$ cat config.mk
export PLATFORM = sky130hd
export DESIGN_NAME = stopwatch_2hz_ctrl
export DESIGN_NICKNAME = d
export VERILOG_FILES = /design/src/rtl/stopwatch_2hz_ctrl.sv
export SDC_FILE = /design/constraint.sdc
export NUM_CORES = 1
export LEC_CHECK = 0
export CORE_UTILIZATION = 35
export DETAILED_ROUTE_END_ITERATION = 7
export MAX_ROUTING_LAYER = met4
export SLEW_MARGIN = 15
export SYNTH_ARGS = -nofsm -noshare
export SYNTH_HDL_FRONTEND = slang
export SYNTH_SLANG_ARGS = --single-unit
$ cat constraint.sdc
create_clock -name clk_50m -period 4.9 [get_ports clk_50m]
set_input_delay 0.49 -clock clk_50m [delete_from_list [all_inputs] [get_ports clk_50m]]
set_output_delay 0.49 -clock clk_50m [all_outputs]
set_load 0.05 [all_outputs]
$ cat src/rtl/stopwatch_2hz_ctrl.sv
// -----------------------------------------------------------------------------
// stopwatch_2hz_ctrl
//
// Start/stop/clear stopwatch with 0.5 s resolution and a BCD MM:SS.h readout.
// The 2 Hz square wave from the upstream divider is treated as data: it is
// synchronised into the clk_50m domain and its rising edge becomes a one-cycle
// tick. No logic here is clocked by clk_2hz.
//
// Parameters
//   SYNC_STAGES   flops per input synchroniser (>= 2)
//   MAX_MIN_TENS  BCD tens digit of the last minute before wrap
//   MAX_MIN_ONES  BCD ones digit of the last minute before wrap
//
// Ports
//   clk_50m     in   system clock
//   rst_n       in   asynchronous active-low reset
//   clk_2hz     in   2 Hz square wave (asynchronous to clk_50m)
//   start_stop  in   debounced key level; a rising edge toggles run/pause
//   clear       in   debounced key level; clears everything while high
//   tick_out    out  one-cycle pulse per detected clk_2hz rising edge
//   half        out  0.5 s digit (0 = .0, 1 = .5)
//   sec_ones    out  BCD 0..9
//   sec_tens    out  BCD 0..5
//   min_ones    out  BCD 0..9
//   min_tens    out  BCD 0..MAX_MIN_TENS
//   running     out  high while in RUN
//   rollover    out  one-cycle pulse when the count wraps max -> 00:00.0
// -----------------------------------------------------------------------------
module stopwatch_2hz_ctrl #(
    parameter int         SYNC_STAGES  = 2,
    parameter logic [3:0] MAX_MIN_TENS = 4'd5,
    parameter logic [3:0] MAX_MIN_ONES = 4'd9
) (
    input  logic       clk_50m,
    input  logic       rst_n,
    input  logic       clk_2hz,
    input  logic       start_stop,
    input  logic       clear,
    output logic       tick_out,
    output logic       half,
    output logic [3:0] sec_ones,
    output logic [3:0] sec_tens,
    output logic [3:0] min_ones,
    output logic [3:0] min_tens,
    output logic       running,
    output logic       rollover
);

    typedef enum logic [1:0] {
        ST_IDLE  = 2'd0,
        ST_RUN   = 2'd1,
        ST_PAUSE = 2'd2
    } state_t;

    // ---------------------------------------------------------------------
    // Input synchronisers and edge detection
    // ---------------------------------------------------------------------
    logic [SYNC_STAGES-1:0] r_sync_2hz;
    logic [SYNC_STAGES-1:0] r_sync_ss;
    logic [SYNC_STAGES-1:0] r_sync_clr;
    logic                   r_prev_2hz;
    logic                   r_prev_ss;

    always_ff @(posedge clk_50m or negedge rst_n) begin
        if (!rst_n) begin
            r_sync_2hz <= '0;
            r_sync_ss  <= '0;
            r_sync_clr <= '0;
            r_prev_2hz <= 1'b0;
            r_prev_ss  <= 1'b0;
        end else begin
            r_sync_2hz <= {r_sync_2hz[SYNC_STAGES-2:0], clk_2hz};
            r_sync_ss  <= {r_sync_ss[SYNC_STAGES-2:0], start_stop};
            r_sync_clr <= {r_sync_clr[SYNC_STAGES-2:0], clear};
            r_prev_2hz <= r_sync_2hz[SYNC_STAGES-1];
            r_prev_ss  <= r_sync_ss[SYNC_STAGES-1];
        end
    end

    logic w_tick;
    logic w_ss_edge;
    logic w_clr;

    assign w_tick    = r_sync_2hz[SYNC_STAGES-1] & ~r_prev_2hz;
    assign w_ss_edge = r_sync_ss[SYNC_STAGES-1] & ~r_prev_ss;
    assign w_clr     = r_sync_clr[SYNC_STAGES-1];

    // tick_out is ungated: it reports every clk_2hz edge regardless of state
    // or clear, and rises on the same clk_50m edge that applies the count.
    logic r_tick_out;

    always_ff @(posedge clk_50m or negedge rst_n) begin
        if (!rst_n) begin
            r_tick_out <= 1'b0;
        end else begin
            r_tick_out <= w_tick;
        end
    end

    // ---------------------------------------------------------------------
    // Next-count computation (BCD ripple with wrap at the configured max)
    // ---------------------------------------------------------------------
    logic       r_half;
    logic [3:0] r_sec_ones;
    logic [3:0] r_sec_tens;
    logic [3:0] r_min_ones;
    logic [3:0] r_min_tens;

    logic       w_half_next;
    logic [3:0] w_sec_ones_next;
    logic [3:0] w_sec_tens_next;
    logic [3:0] w_min_ones_next;
    logic [3:0] w_min_tens_next;
    logic       w_at_max;

    assign w_at_max = r_half
                    && (r_sec_ones == 4'd9)
                    && (r_sec_tens == 4'd5)
                    && (r_min_ones == MAX_MIN_ONES)
                    && (r_min_tens == MAX_MIN_TENS);

    always_comb begin
        w_half_next     = ~r_half;
        w_sec_ones_next = r_sec_ones;
        w_sec_tens_next = r_sec_tens;
        w_min_ones_next = r_min_ones;
        w_min_tens_next = r_min_tens;
        if (w_at_max) begin
            w_half_next     = 1'b0;
            w_sec_ones_next = 4'd0;
            w_sec_tens_next = 4'd0;
            w_min_ones_next = 4'd0;
            w_min_tens_next = 4'd0;
        end else if (r_half) begin
            // .5 -> .0 carries into the seconds
            if (r_sec_ones == 4'd9) begin
                w_sec_ones_next = 4'd0;
                if (r_sec_tens == 4'd5) begin
                    w_sec_tens_next = 4'd0;
                    if (r_min_ones == 4'd9) begin
                        w_min_ones_next = 4'd0;
                        w_min_tens_next = r_min_tens + 4'd1;
                    end else begin
                        w_min_ones_next = r_min_ones + 4'd1;
                    end
                end else begin
                    w_sec_tens_next = r_sec_tens + 4'd1;
                end
            end else begin
                w_sec_ones_next = r_sec_ones + 4'd1;
            end
        end
    end

    // ---------------------------------------------------------------------
    // Control FSM with registered running/rollover and the digit registers
    // ---------------------------------------------------------------------
    state_t r_state;
    logic   r_running;
    logic   r_rollover;

    always_ff @(posedge clk_50m or negedge rst_n) begin
        if (!rst_n) begin
            r_state    <= ST_IDLE;
            r_running  <= 1'b0;
            r_rollover <= 1'b0;
            r_half     <= 1'b0;
            r_sec_ones <= 4'd0;
            r_sec_tens <= 4'd0;
            r_min_ones <= 4'd0;
            r_min_tens <= 4'd0;
        end else begin
            r_rollover <= 1'b0;
            if (w_clr) begin
                // Clear dominates ticks and key edges for as long as it is held.
                r_state    <= ST_IDLE;
                r_running  <= 1'b0;
                r_half     <= 1'b0;
                r_sec_ones <= 4'd0;
                r_sec_tens <= 4'd0;
                r_min_ones <= 4'd0;
                r_min_tens <= 4'd0;
            end else begin
                case (r_state)
                    ST_IDLE: begin
                        if (w_ss_edge) begin
                            r_state   <= ST_RUN;
                            r_running <= 1'b1;
                        end
                    end
                    ST_RUN: begin
                        // A coincident tick is still counted before pausing.
                        if (w_tick) begin
                            r_half     <= w_half_next;
                            r_sec_ones <= w_sec_ones_next;
                            r_sec_tens <= w_sec_tens_next;
                            r_min_ones <= w_min_ones_next;
                            r_min_tens <= w_min_tens_next;
                            r_rollover <= w_at_max;
                        end
                        if (w_ss_edge) begin
                            r_state   <= ST_PAUSE;
                            r_running <= 1'b0;
                        end
                    end
                    ST_PAUSE: begin
                        // A tick arriving with the resume edge is not counted.
                        if (w_ss_edge) begin
                            r_state   <= ST_RUN;
                            r_running <= 1'b1;
                        end
                    end
                    default: begin
                        r_state   <= ST_IDLE;
                        r_running <= 1'b0;
                    end
                endcase
            end
        end
    end

    assign tick_out = r_tick_out;
    assign half     = r_half;
    assign sec_ones = r_sec_ones;
    assign sec_tens = r_sec_tens;
    assign min_ones = r_min_ones;
    assign min_tens = r_min_tens;
    assign running  = r_running;
    assign rollover = r_rollover;

endmodule

## Word-level counts from Yosys, hierarchy flattened

Index checks and enable logic that the tools add are counted.

- Register bits after elaboration: 30
- Bits in latches: 0
- Bits in writable memories: 0
- Bits in read-only memories: 0
- Word-level logic and storage cells: 93
- Memories kept: 0

- Add/sub/neg operators: 4
- Multiply operators: 0
- Div/mod/pow operators: 0
- $lt $le $gt $ge: 0
- Eq/ne operators: 8
- Shift operators: 0
- Muxes and demuxes: 44
- Bitwise logic cells: 5
- Reduce and logical (&&, ||, !) cells: 18

Operator list:

| cell | count |
|---|---|
| 2-to-1 mux 4 bit | 29 |
| adder 4 x 1 -> 4 bit, second input constant | 4 |
| nonzero test 3 bit | 4 |
| 2-to-1 mux 1 bit | 10 |
| equality test 4 x 3 -> 1 bit, second input constant | 2 |
| equality test 4 bit, second input constant | 2 |
| 2-to-1 mux 2 bit | 3 |
| AND reduction 6 bit | 1 |
| AND reduction 5 bit | 1 |
| logical AND 1 bit | 4 |
| one-hot mux 2 bit (2 select lines) | 1 |
| AND reduction 2 bit | 2 |
| AND reduction 4 bit | 1 |
| nonzero test 2 bit | 2 |
| inequality test 3 x 1 -> 1 bit, second input constant | 1 |
| inequality test 3 bit, second input constant | 1 |
| NOT 1 bit | 3 |
| AND reduction 3 bit | 1 |
| AND 1 bit | 2 |
| equality test 2 x 1 -> 1 bit, second input constant | 1 |
| equality test 2 bit, second input constant | 1 |
| zero test 2 bit | 1 |
| one-hot mux 1 bit (2 select lines) | 1 |
| OR reduction 2 bit | 1 |

## Longest topological paths before layout

- Depth after elaboration: 9
- Depth in mapped cells: 7
- Depth with buffers taken out: 6

## Worst setup path before layout

Ideal clock, no wire load.

- Path kind: register to register
- Start point: register r_sec_ones[0], in the netlist sec_ones[0]
- End point: register r_sec_tens[3], in the netlist sec_tens[3]
- Arrival: 1.877 ns
- Data required time: 4.808 ns
- Path slack: 2.931 ns
- Cell stages (with the launch flop): 7
- Path buffers: 1
- Cells stage by stage: dfrtp_1 ha_1 and3b_1 buf_4 a31oi_4 or3_4 o31ai_2

- Cells in the longest elaborated chain, start to end: 9
- Elaborated cells between the ends (all ways): 12

Ends and longest elaborated chain:

| element | RTL line | source |
|---|---|---|
| start, declared | 104 | `logic [3:0] r_sec_ones;` |
| start signal, assigned | 195 | `r_sec_ones <= w_sec_ones_next;` |
| equality test 4 bit * | 117, 136 |  |
| logical AND 1 bit | 117 | `&& (r_sec_ones == 4'd9)` |
| logical AND 1 bit | 118 | `&& (r_sec_tens == 4'd5)` |
| logical AND 1 bit | 119 | `&& (r_min_ones == MAX_MIN_ONES)` |
| logical AND 1 bit | 120 | `&& (r_min_tens == MAX_MIN_TENS);` |
| 2-to-1 mux 4 bit | 128 | `if (w_at_max) begin` |
| 2-to-1 mux 4 bit | 193 | `if (w_tick) begin` |
| 2-to-1 mux 4 bit | 184 | `case (r_state)` |
| 2-to-1 mux 4 bit | 174 | `if (w_clr) begin` |
| end signal, assigned | 196 | `r_sec_tens <= w_sec_tens_next;` |
| end, declared | 105 | `logic [3:0] r_sec_tens;` |

Every way passes the cells marked *; elsewhere a longest branch is shown, timed or not. The select of a mux whose other input is x is not followed.
A chain may end at the register's enable or synchronous reset.

## Worst setup path in the final report

- Start point: register r_half, in the netlist half
- End point: output half

RTL lines:

| element | RTL line | source |
|---|---|---|
| start, declared | 103 | `logic r_half;` |
| start signal, assigned | 194 | `r_half <= w_half_next;` |
| end, declared | 40 | `output logic half,` |

No word-level cell between the ends.

==> results.txt <==
----------------------------------------------------
[Die]
  Std-Cell Core Area ... 3770 um2
  Num rows ... 22
  Area of the die ... approximately 4300 um2
  Initial Utilization ... 0.374
  Die width ... approximately 65 um
  Die Ht ... 65.4 um
  Number of top-level design ports ... 25

[Critical path]
  Required @ worst endpoint ... roughly 4.4 ns
  Worst setup path category ... flip-flop to primary output
  CP max stage cell ... sky130_fd_sc_hd__clkdlybuf4s50_1
  Launching element type of the critical path ... flip-flop
  Worst-path cell chain ... clkdlybuf4s50_1
  Kind of end point of the critical path ... primary output
  Buffer and inverter count on the worst path ... 1
  Arrival time reported for the critical path endpoint ... between 1.5 and 2 ns
  Critical path's largest stage delay ... just under 0.9 ns
  CP top delay family ... buffers and inverters
  Maximum fanout encountered on the critical timing path ... 7

[Timing]
  Final critical-path required period ... 2.17 ns
  Final worst-path cycle share ... 0.442
  Final hold slack ... ~0.35 ns
  Total Neg Setup Slack ... 0 ns
  Number of slew-limit violations in the final report ... 0
  Tightest Pin Transition ... approximately 0.72 ns
  Slew margin rel. ... 0.518
  RSZ-0062 raised after global routing ... false
  Total setup violations reported at the end of the flow ... 0
  Hold Vio Cnt, Final ... 0
  Peak clock frequency supported by timing ... 462 MHz
  Clk_skew ... 0.00484 ns

[Synth]
  Number of storage elements in the synthesis netlist ... 29
  Leading post-synthesis cells by instance count ... 29 x sky130_fd_sc_hd__dfrtp_1, 17 x sky130_fd_sc_hd__o21ai_0, 10 x sky130_fd_sc_hd__nand2_1, 8 x sky130_fd_sc_hd__ha_1, 7 x sky130_fd_sc_hd__nand3_1
  Number of enable flip-flop cells after synthesis ... 0
  Yosys warning total ... 0
  Biggest area contributors in the synthesized netlist ... sky130_fd_sc_hd__dfrtp_1 52%, sky130_fd_sc_hd__ha_1 7.1%, sky130_fd_sc_hd__o21ai_0 6.0%, sky130_fd_sc_hd__nand2_1 2.7%, sky130_fd_sc_hd__nand3_1 2.5%
  Total standard cell area after synthesis ... around 1400 um2
  Area fraction of the dominant cell type after synthesis ... 0.515
  Avg Cell Area, Syn ... approximately 11 um2
  Cells after synthesis ... around 130
  Share of flip-flops with an asynchronous set or reset ... 1.00
  Predominant post-synthesis flop cell ... sky130_fd_sc_hd__dfrtp_1
  Library cell with the highest instance count after synthesis ... sky130_fd_sc_hd__dfrtp_1
  Total nets after synthesis ... 142
  Biggest area consumer among synthesized cells ... sky130_fd_sc_hd__dfrtp_1
  Post-synthesis cell type count ... 36
  Share of the yosys chip area belonging to registers ... 0.515

[Drt]
  Via count ... 1094
  DRC violations left ... 0
  Iteration-0 DRC count of the detailed router ... around 120
  Final Routed Wirelength ... 2870 um
  Wire length per cell after detailed routing ... ~14 um
  DR vias/cell ... around 5.3
  Post-DRT Antenna Nets ... 0
  Number of detailed-route iterations in the first pass ... 4

[Place]
  GPL Wtd Cong ... about 0.8
  # port buffers ... 24
  Placed wire-length estimate ... 1980 um

[Clock network]
  Post-CTS setup buffer count ... 0
  Clock transition at the register clock pins on the worst setup and hold paths after CTS ... ~0.060 ns
  Number of clock sinks seen by CTS ... 29
  Source-to-sink clock delay at the later pin of the worst-skew pair ... slightly below 0.3 ns
  Hold-fix buffer count after cts ... 0
  Root buffer selected by CTS ... sky130_fd_sc_hd__clkbuf_8
  CTS HTree Levels ... 2
  Clock tree from TritonCTS ... done
  CTS Buffer Depth ... 2
  CTS buffer count ... 5
  Number of resized instances in the post-cts repair step ... 0

[GRT]
  Initial antenna violation count ... 0
  Wire length of the first global-routing pass ... roughly 5000 um
  Largest net degree at the start of global routing ... 30
  Final global-route overflow total ... 0
  Vias in the first global route ... approximately 1100
  Total GRT Usage ... 0.160

[Power and ir drop]
  Total power density per cell area ... 349 nW/um2
  Lkg Pwr ... around 0.75 nW
  Max IR drop VDD ... between 0.15 and 0.2 mV

[Run]
  Max-cap check violation count ... 0

[Layout]
  Fin nets ... 170
  Growth of design area from synthesis to finish ... 27.6%
  Final antenna diode count ... 0
  Fraction of final layout cells sized beyond drive strength 1 ... 0.127

[Outcome]
  Status ... completed

[Min path]
  Path category of the worst min-delay check ... flip-flop to flip-flop

----------------------------------------------------
## cell families after synthesis
family	Yosys count	share of synthesized area
simple gates	47	0.199
compound gates	33	0.174
flops	29	0.515
buf+inv	11	0.0328
fa+ha+maj	8	0.0711
mux	1	0.00799
## worst paths after layout
check | from | to | slack [ns] | cells past startpoint
setup / recovery | half | half | 2.73 | 1
hold / removal | r_sync_2hz[0] | r_sync_2hz[1] | 0.35 | 0
setup reg to reg | sec_ones[1] | sec_tens[3] | 3.04 | 6
hold reg to reg | r_sync_2hz[0] | r_sync_2hz[1] | 0.35 | 0
max in group asynchronous | rst_n | sec_ones[0] | 4.03 | 2
min in group asynchronous | rst_n | sec_ones[3] | 0.59 | 2
## registers in the layout (all words and copies together), names as in the netlist
register / cells
r_prev_2hz: 1
tick_out: 1
r_prev_ss: 1
r_sync_clr: 2
r_sync_ss: 2
rollover: 1
sec_ones: 4
running: 1
sec_tens: 4
min_ones: 4
r_sync_2hz: 2
min_tens: 4
half: 1
r_state: 1
## report_power, final
part | internal [mW] | total (mW) | switching, mW
registers | 0.257 | 0.282 | 0.0249
logic | 0.0462 | 0.130 | 0.0836
clock network | 0.127 | 0.216 | 0.0896
total | 0.430 | 0.628 | 0.198
## metal layers
layer	routed length, um	part of all wire	global-route usage	vias up
met4	49	0.017	0.0679	0
met2	1270	0.44	0.236	26
met3	170	0.059	0.0694	5
met1	1380	0.48	0.190	539
li1	-	-	-	524
met5	0	0	-	-
## final cells by class
| cell class | count | area [um2] |
|---|---|---|
| clock buffers | 7 | 96.3 |
| clock inverters | 1 | 5.00 |
| fillers | 332 | 1970 |
| inverters | 7 | 26.3 |
| multi-input cells | 89 | 637 |
| flip-flops and latches | 29 | 726 |
| well taps | 48 | 60.1 |
| repair buffers | 25 | 248 |
## metrics by stage
| stage | worst slack, ns | power, mW | utilization | std cells | cell area (um2) |
|---|---|---|---|---|---|
| after detailed placement | 3.05 | 0.416 | 0.450 | 198 | 1700 |
| after floorplan | 2.93 | 0.366 | - | 129 | 1410 |
| after global placement | 3.06 | 0.413 | 0.450 | 198 | 1700 |
| after global routing | 2.70 | 0.660 | 0.477 | 206 | 1800 |
| after CTS | 2.74 | 0.636 | 0.477 | 206 | 1800 |
| final | 2.73 | 0.628 | 0.477 | 206 | 1800 |
## placed cells by master, fill, tap and decap left out, types with 2 or more instances in the layout
cell,synthesis,routed
sky130_fd_sc_hd__nand2b_1,3,3
sky130_fd_sc_hd__clkdlybuf4s50_1,0,24
sky130_fd_sc_hd__or2_2,2,2
sky130_fd_sc_hd__nand3_1,7,7
sky130_fd_sc_hd__o31ai_1,2,2
sky130_fd_sc_hd__a21oi_1,4,4
sky130_fd_sc_hd__a41oi_2,2,2
sky130_fd_sc_hd__o41ai_1,3,3
sky130_fd_sc_hd__nand3b_1,3,3
sky130_fd_sc_hd__ha_1,8,8
sky130_fd_sc_hd__o21ai_0,17,17
sky130_fd_sc_hd__nand2_1,10,10
sky130_fd_sc_hd__and3b_1,3,3
sky130_fd_sc_hd__clkbuf_8,0,7
sky130_fd_sc_hd__nor2b_1,2,2
sky130_fd_sc_hd__inv_1,6,6
sky130_fd_sc_hd__dfrtp_1,29,29
sky130_fd_sc_hd__and3_1,2,2
sky130_fd_sc_hd__nor3_1,3,3
sky130_fd_sc_hd__nor2_1,5,5
Power figures use the tool's default switching activity.
